==> config.mk <==
export PLATFORM = sky130hd
export DESIGN_NAME = game_state_poller
export DESIGN_NICKNAME = d
export VERILOG_FILES = /design/src/rtl/game_pkg.sv /design/src/rtl/round_timer.sv /design/src/rtl/game_state_poller.sv
export SDC_FILE = /design/constraint.sdc
export NUM_CORES = 1
export LEC_CHECK = 0
export BUFFER_PORTS_ARGS = -buffer_cell sky130_fd_sc_hd__buf_2
export CAP_MARGIN = 20
export CORE_MARGIN = 5
export CORE_UTILIZATION = 40
export DETAILED_ROUTE_END_ITERATION = 10
export REMOVE_ABC_BUFFERS = 1
export SLEW_MARGIN = 20
export SYNTH_ARGS = -nofsm -noshare
export SYNTH_HDL_FRONTEND = slang
export SYNTH_SLANG_ARGS = --single-unit
==> constraint.sdc <==
create_clock -name clk -period 6.35 [get_ports clk]
set_input_delay 0.3175 -clock clk [delete_from_list [all_inputs] [get_ports clk]]
set_output_delay 0.3175 -clock clk [all_outputs]
set_load 0.05 [all_outputs]
==> src/rtl/game_pkg.sv <==
// Shared types and address helper for the game-state poller.
// Latency: n/a (types and pure functions only).
// Backpressure: n/a.
package game_pkg;

    typedef enum logic [1:0] {ISSUE, WAIT, CAPTURE, COMMIT} sweep_state_t;
    typedef enum logic {RUN, PAUSE} timer_state_t;
    typedef logic [1:0] field2_t;

    // Byte address of status word i in the polled window.
    function automatic logic [63:0] word_addr(input logic [63:0] base,
                                              input logic [63:0] stride,
                                              input logic [31:0] i);
        return base + stride * 64'(i);
    endfunction

endpackage

==> src/rtl/round_timer.sv <==
// Round timer: seconds prescaler, round-end detection, timed reveal pause and resume.
// Latency: time_up rises one cycle after the wrap reaching ROUND_SEC; resume/time_up fall together.
// Backpressure: none; enable only gates the prescaler in RUN, restart overrides everything.
module round_timer
    import game_pkg::*;
#(
    parameter int CLK_HZ    = 25_000_000,
    parameter int ROUND_SEC = 10,
    parameter int PAUSE_SEC = 1
) (
    input  logic       clk,
    input  logic       reset,
    input  logic       enable,
    input  logic       restart,
    output logic [7:0] seconds,
    output logic       time_up,
    output logic       resume,
    output logic [7:0] round_cnt
);

    localparam int PAUSE_CYC = PAUSE_SEC * CLK_HZ;
    localparam int PW        = $clog2(CLK_HZ + 1);
    localparam int QW        = $clog2(PAUSE_CYC + 1);

    timer_state_t  state, state_nxt;
    logic [PW-1:0] presc, presc_nxt;
    logic [QW-1:0] pcnt, pcnt_nxt;
    logic [7:0]    seconds_nxt, round_cnt_nxt;
    logic          time_up_nxt, resume_nxt;

    always_ff @(posedge clk or negedge reset) begin
        if (!reset) begin
            state     <= RUN;
            presc     <= '0;
            pcnt      <= '0;
            seconds   <= '0;
            time_up   <= 1'b0;
            resume    <= 1'b0;
            round_cnt <= '0;
        end else begin
            state     <= state_nxt;
            presc     <= presc_nxt;
            pcnt      <= pcnt_nxt;
            seconds   <= seconds_nxt;
            time_up   <= time_up_nxt;
            resume    <= resume_nxt;
            round_cnt <= round_cnt_nxt;
        end
    end

    always_comb begin
        state_nxt     = state;
        presc_nxt     = presc;
        pcnt_nxt      = pcnt;
        seconds_nxt   = seconds;
        time_up_nxt   = time_up;
        resume_nxt    = 1'b0;
        round_cnt_nxt = round_cnt;
        // restart wins over a pause end landing in the same cycle
        if (restart) begin
            state_nxt   = RUN;
            presc_nxt   = '0;
            pcnt_nxt    = '0;
            seconds_nxt = '0;
            time_up_nxt = 1'b0;
        end else begin
            case (state)
                RUN: begin
                    if (seconds == 8'(ROUND_SEC)) begin
                        state_nxt   = PAUSE;
                        time_up_nxt = 1'b1;
                        pcnt_nxt    = '0;
                    end else if (enable) begin
                        if (presc == PW'(CLK_HZ - 1)) begin
                            presc_nxt   = '0;
                            seconds_nxt = seconds + 8'd1;
                        end else begin
                            presc_nxt = presc + PW'(1);
                        end
                    end
                end
                PAUSE: begin
                    if (pcnt == QW'(PAUSE_CYC - 1)) begin
                        state_nxt     = RUN;
                        time_up_nxt   = 1'b0;
                        resume_nxt    = 1'b1;
                        seconds_nxt   = '0;
                        presc_nxt     = '0;
                        round_cnt_nxt = round_cnt + 8'd1;
                    end else begin
                        pcnt_nxt = pcnt + QW'(1);
                    end
                end
                default: state_nxt = RUN;
            endcase
        end
    end

endmodule

==> src/rtl/game_state_poller.sv <==
// Sweeps the status window round-robin and commits lives/pos/door as one snapshot; hosts the round timer.
// Latency: sweep period M*(RD_LAT+1)+1 cycles, first snap_valid at that cycle after reset release.
// Backpressure: none; fixed-latency read port, outputs simply update on each commit.
module game_state_poller
    import game_pkg::*;
#(
    parameter int                N_PLAYERS = 2,
    parameter int                ADDR_W    = 32,
    parameter int                DATA_W    = 32,
    parameter logic [ADDR_W-1:0] BASE_ADDR = ADDR_W'(32'h0000_6000),
    parameter logic [ADDR_W-1:0] STRIDE    = ADDR_W'(32'h0000_1000),
    parameter int                RD_LAT    = 1,
    parameter int                CLK_HZ    = 25_000_000,
    parameter int                ROUND_SEC = 10,
    parameter int                PAUSE_SEC = 1
) (
    input  logic                   clk,
    input  logic                   reset,
    input  logic                   enable,
    input  logic                   restart,
    output logic [ADDR_W-1:0]      rd_addr,
    input  logic [DATA_W-1:0]      rd_data,
    output logic [2*N_PLAYERS-1:0] lives,
    output logic [2*N_PLAYERS-1:0] pos,
    output logic [2*N_PLAYERS-1:0] door,
    output logic                   snap_valid,
    output logic [7:0]             seconds,
    output logic                   time_up,
    output logic                   resume,
    output logic [7:0]             round_cnt
);

    localparam int M  = 2 * N_PLAYERS + 1;
    localparam int IW = $clog2(M + 1);
    localparam int WW = (RD_LAT > 1) ? $clog2(RD_LAT) : 1;
    localparam int FW = 2 * N_PLAYERS;

    sweep_state_t      state, state_nxt;
    logic [IW-1:0]     idx, idx_nxt;
    logic [WW-1:0]     wcnt, wcnt_nxt;
    logic [ADDR_W-1:0] rd_addr_nxt;
    logic [FW-1:0]     sh_lives, sh_lives_nxt, sh_pos, sh_pos_nxt, sh_door, sh_door_nxt;
    logic [FW-1:0]     lives_nxt, pos_nxt, door_nxt;
    logic              snap_nxt;
    logic              unused_rd_bits;

    // Only the low field bits of each word are meaningful.
    assign unused_rd_bits = ^rd_data;

    always_ff @(posedge clk or negedge reset) begin
        if (!reset) begin
            state      <= ISSUE;
            idx        <= '0;
            wcnt       <= '0;
            rd_addr    <= BASE_ADDR;
            sh_lives   <= '0;
            sh_pos     <= '0;
            sh_door    <= '0;
            lives      <= '0;
            pos        <= '0;
            door       <= '0;
            snap_valid <= 1'b0;
        end else begin
            state      <= state_nxt;
            idx        <= idx_nxt;
            wcnt       <= wcnt_nxt;
            rd_addr    <= rd_addr_nxt;
            sh_lives   <= sh_lives_nxt;
            sh_pos     <= sh_pos_nxt;
            sh_door    <= sh_door_nxt;
            lives      <= lives_nxt;
            pos        <= pos_nxt;
            door       <= door_nxt;
            snap_valid <= snap_nxt;
        end
    end

    always_comb begin
        state_nxt    = state;
        idx_nxt      = idx;
        wcnt_nxt     = wcnt;
        rd_addr_nxt  = rd_addr;
        sh_lives_nxt = sh_lives;
        sh_pos_nxt   = sh_pos;
        sh_door_nxt  = sh_door;
        lives_nxt    = lives;
        pos_nxt      = pos;
        door_nxt     = door;
        snap_nxt     = 1'b0;
        case (state)
            ISSUE: begin
                wcnt_nxt  = '0;
                state_nxt = (RD_LAT == 1) ? CAPTURE : WAIT;
            end
            WAIT: begin
                if (wcnt == WW'(RD_LAT - 2)) state_nxt = CAPTURE;
                else                         wcnt_nxt  = wcnt + WW'(1);
            end
            CAPTURE: begin
                for (int k = 0; k < N_PLAYERS; k++) begin
                    if (32'(idx) == 32'(k))
                        sh_lives_nxt[2*k +: 2] = rd_data[1:0];
                    if (32'(idx) == 32'(N_PLAYERS + 1 + k))
                        sh_pos_nxt[2*k +: 2] = rd_data[1:0];
                end
                if (32'(idx) == 32'(N_PLAYERS))
                    sh_door_nxt = rd_data[FW-1:0];
                // Address for the next word is set here so it is stable through ISSUE/WAIT.
                if (32'(idx) == 32'(M - 1)) begin
                    idx_nxt     = '0;
                    state_nxt   = COMMIT;
                    rd_addr_nxt = BASE_ADDR;
                end else begin
                    idx_nxt     = idx + IW'(1);
                    state_nxt   = ISSUE;
                    rd_addr_nxt = ADDR_W'(word_addr(64'(BASE_ADDR), 64'(STRIDE), 32'(idx) + 32'd1));
                end
            end
            COMMIT: begin
                lives_nxt = sh_lives;
                door_nxt  = sh_door;
                // Positions stay frozen while the correct door is being revealed.
                if (!time_up) pos_nxt = sh_pos;
                snap_nxt  = 1'b1;
                state_nxt = ISSUE;
            end
            default: state_nxt = ISSUE;
        endcase
    end

    round_timer #(
        .CLK_HZ    (CLK_HZ),
        .ROUND_SEC (ROUND_SEC),
        .PAUSE_SEC (PAUSE_SEC)
    ) u_round_timer (
        .clk       (clk),
        .reset     (reset),
        .enable    (enable),
        .restart   (restart),
        .seconds   (seconds),
        .time_up   (time_up),
        .resume    (resume),
        .round_cnt (round_cnt)
    );

endmodule

==> key figures <==
STA
  – Final hold violation count: 0
  – Final Critical Period: 3124 ps
  – Pins Over Slew Limit: 0
  – Worst-margin pin slew: 947.0 ps
  – Period utilization: 49.20%
  – Worst Skew: 6.745 ps
  – Max Clk Rate: 320.1 MHz
  – Total negative setup slack: 0 ps
  – Final setup viols: 0
  – Final worst slack: 3226 ps
  – RSZ-0062 raised after global routing: false
  – Rel. slew slack: 36.87%

Synth
  – Simple-gate share of the synthesized area: 22.21%
  – Adder-cell share of the synthesized area: 2.564%
  – Unique masters post-synth: 51
  – Compound-Gate Fraction of Synth Area: 7.760%
  – Register area share after synthesis: 48.52%
  – Async S/R FF share, synth: 100.0%
  – Post-Synthesis Cells: 535
  – XOR/XNOR share of the synthesized area: 6.852%
  – Synth warnings: 0
  – Post-synth EDFFs: 0
  – Syn_area_per_cell: 10.04 um^2
  – Cell area after synthesis: 5369 um^2
  – Prevailing post-synth register cell: dfrtp_1
  – Multiplexer share of the synthesized area: 5.849%
  – Largest family of logic cells by synthesized area: simple AND/OR/NAND/NOR gates
  – Seq cells post-synth: 104

Floorplanning
  – Die ar.: 15840 um^2
  – CORE AREA: 13190 um^2
  – Num rows: 42
  – Height of the die: 125.9 um
  – Die W: 125.9 um
  – IO Pins: 99
  – Starting Density: 40.70%

CTS
  – Number of CTS-inserted buffers: 9
  – Worst-skew pair later-pin latency: 350 ps
  – TritonCTS clock tree: done
  – Deepest clock path buffer count: 2
  – Clk slew on worst S/H paths: 70 ps
  – Setup bufs post-CTS: 0
  – CTS HTree Levels: 3
  – Post-CTS sizing: 0
  – Cts hold-fix bufs: 1
  – Clock Sinks: 104
  – Root Buffer: clkbuf_16

Pwr
  – NetSw: 0.3434 mW
  – Pint: 0.9982 mW
  – Clk pwr share: 42.3%
  – Share of power burned in registers: 50.5%
  – Logic pwr share: 7.2%
  – P_leak: 2.643 nW
  – Pwr Density: 224.5 nW/um^2
  – Net Sw Frac: 25.60%
  – Peak VDD IR: 0.0001213 V

Layout
  – Cell area after layout: 5976 um^2
  – Antenna cells: 0
  – Fillers: 1252
  – Fin nets: 624
  – Area grow syn2layout: 11.30%
  – Most frequent cells in the layout: 102 x dfrtp_1, 57 x nor2_1, 42 x buf_2
  – Share of cells above drive strength 1: 17.73%
  – Commonest non-fill, non-tap cell in the layout: dfrtp_1

Detailed routing
  – WL/cell: 14.33 um
  – First-pass DRT Iterations: 4
  – Vias: 3953
  – Final WL: 10850 um
  – # DRC: 0
  – Starting DRC count in detailed routing: 289
  – ANT nets after route: 0
  – Via/cell ratio: 5.222

Setup path
  – CP max-delay cell: and3_1
  – Cell chain of the critical path: or4b_4 -> or4_4 -> o31ai_4 -> and3_1 -> mux2_1
  – CP Capture Type: flop
  – Worst setup SP type: flop
  – CP Max Fanout: 25
  – R2R depth: 5
  – Worst Path Required: 6590 ps
  – Crit path kind: reg -> reg
  – Crit path largest cell delay: 840 ps
  – Worst EP arrival: 3360 ps

Placed design
  – Dpl cell area: 5658 um^2
  – DP Worst Slack: 3214 ps
  – DPL Wire Length: 7621 um
  – Final RePlAce weighted congestion: 0.8110
  – IO Port Bufs: 43

Status
  – Outcome: finished, final reports clean

GRT
  – Largest net degree at the start of global routing: 82
  – First-pass GRT wire length: 18530 um
  – GR Overflow Total: 0
  – Vias in the first global route: 3864
  – Total GRT Usage: 14.19%
  – Initial antenna violation count: 0

Worst hold path
  – Worst Hold Class: in -> reg
  – Hold Crit Depth: 2

Flow run
  – Reported max-cap violation count: 0
cell families after synthesis:
| group | count (synthesis) |
|---|---|
| simple gates | 226 |
| mux | 28 |
| xor+xnor | 42 |
| fa+ha+maj | 11 |
| buf+inv | 57 |
| other cells | 1 |
| flops | 104 |
| compound gates | 66 |
sequential cells by signal, summed over array words and instances (netlist names):
name	flops
snap_valid	1
sh_lives	4
u_round_timer.presc	25
u_round_timer.seconds	8
u_round_timer.round_cnt	8
lives	4
wcnt	1
sh_door	4
rd_addr	4
u_round_timer.pcnt	25
door	4
pos	4
u_round_timer.time_up	1
u_round_timer.resume	1
idx	3
state	2
u_round_timer.state	1
sh_pos	4
layout make-up:
| class | count | area (um^2) | share of cell area, % |
|---|---|---|---|
| Tap cell | 176 | 220.2 | 3.685 |
| Clock buffer | 9 | 225.2 | 3.769 |
| Clock inverter | 6 | 76.32 | 1.277 |
| Inverter | 15 | 56.30 | 0.9422 |
| Multi-Input combinational cell | 400 | 2539 | 42.48 |
| Timing Repair Buffer | 47 | 254.0 | 4.250 |
| Sequential cell | 104 | 2605 | 43.59 |
path summary, 6_finish.rpt:
check | start | to | slack [ps]
worst min-delay path | rd_data[2] | sh_door[2]$_DFFE_PN0P_ | 200
worst max-delay path | u_round_timer.pcnt[6]$_DFFE_PN0P_ | u_round_timer.seconds[1]$_DFFE_PN0P_ | 3230
worst min register to register | u_round_timer.round_cnt[7]$_DFFE_PN0P_ | u_round_timer.round_cnt[7]$_DFFE_PN0P_ | 470
worst max register to register | u_round_timer.pcnt[6]$_DFFE_PN0P_ | u_round_timer.seconds[1]$_DFFE_PN0P_ | 3230
max in group asynchronous | reset | u_round_timer.seconds[3]$_DFFE_PN0P_ | 4940
min in group asynchronous | reset | u_round_timer.round_cnt[5]$_DFFE_PN0P_ | 400
metrics by stage:
step | hold slack, ps | instances | util, % | total power, mW
global route | 187.6 | 757 | 45.30 | 1.397
detailed placement | 240.4 | 741 | 42.90 | 0.7880
global placement | 228.2 | 741 | 42.90 | 0.7863
finish | 201.3 | 757 | 45.30 | 1.342
floorplan | 21.91 | 519 | - | 0.7579
CTS | 182.2 | 757 | 45.26 | 1.359
synth_stat cells (2+ instances only):
| master | n | area share (%) |
|---|---|---|
| a21o_1 | 3 | 0.42 |
| a21oi_1 | 15 | 1.4 |
| a31oi_1 | 6 | 0.70 |
| and2_1 | 4 | 0.47 |
| and3_1 | 13 | 1.5 |
| and4_1 | 4 | 0.65 |
| buf_4 | 31 | 4.3 |
| clkbuf_1 | 9 | 0.63 |
| dfrtp_1 | 102 | 48 |
| dfstp_2 | 2 | 0.98 |
| ha_1 | 11 | 2.6 |
| inv_1 | 15 | 1.0 |
| mux2_2 | 26 | 5.5 |
| nand2_1 | 41 | 2.9 |
| nand2b_1 | 5 | 0.58 |
| nand3_1 | 35 | 3.3 |
| nand4_1 | 20 | 2.3 |
| nor2_1 | 58 | 4.1 |
| nor2b_1 | 2 | 0.23 |
| nor3_1 | 16 | 1.5 |
| nor4_1 | 7 | 0.82 |
| nor4_2 | 7 | 1.6 |
| nor4b_1 | 2 | 0.33 |
| nor4bb_1 | 2 | 0.37 |
| o21a_1 | 3 | 0.42 |
| o21ai_0 | 19 | 1.8 |
| o21ai_1 | 2 | 0.19 |
| o22ai_1 | 2 | 0.23 |
| o31ai_1 | 7 | 0.98 |
| or3_1 | 5 | 0.58 |
| xnor2_1 | 28 | 4.6 |
| xor2_1 | 14 | 2.3 |
power groups by stage:
stage	clock [mW]	sequential (mW)	combinational, mW
3_5_place_dp	0	0.691	0.0973
4_1_cts	0.584	0.678	0.0979
6_report	0.567	0.678	0.0970
2_1_floorplan	0	0.703	0.0545
3_3_place_gp	0	0.690	0.0962
5_1_grt	0.613	0.679	0.105
per-layer routing:
metal	wire, um	GRT usage (%)
met1	5175	19.27
met2	4887	21.55
met3	701	5.080
met4	81	4.101
met5	0	0
critical path, delay by kind of cell, from the launching register on:
kind / cells / cell delay (ps)
and+or+nand+nor: 3 / 1850
DFF: 1 / 460
muxes: 1 / 390
AOI/OAI and AO/OA: 1 / 300
Note: power is estimated with default switching activity, not from simulation.
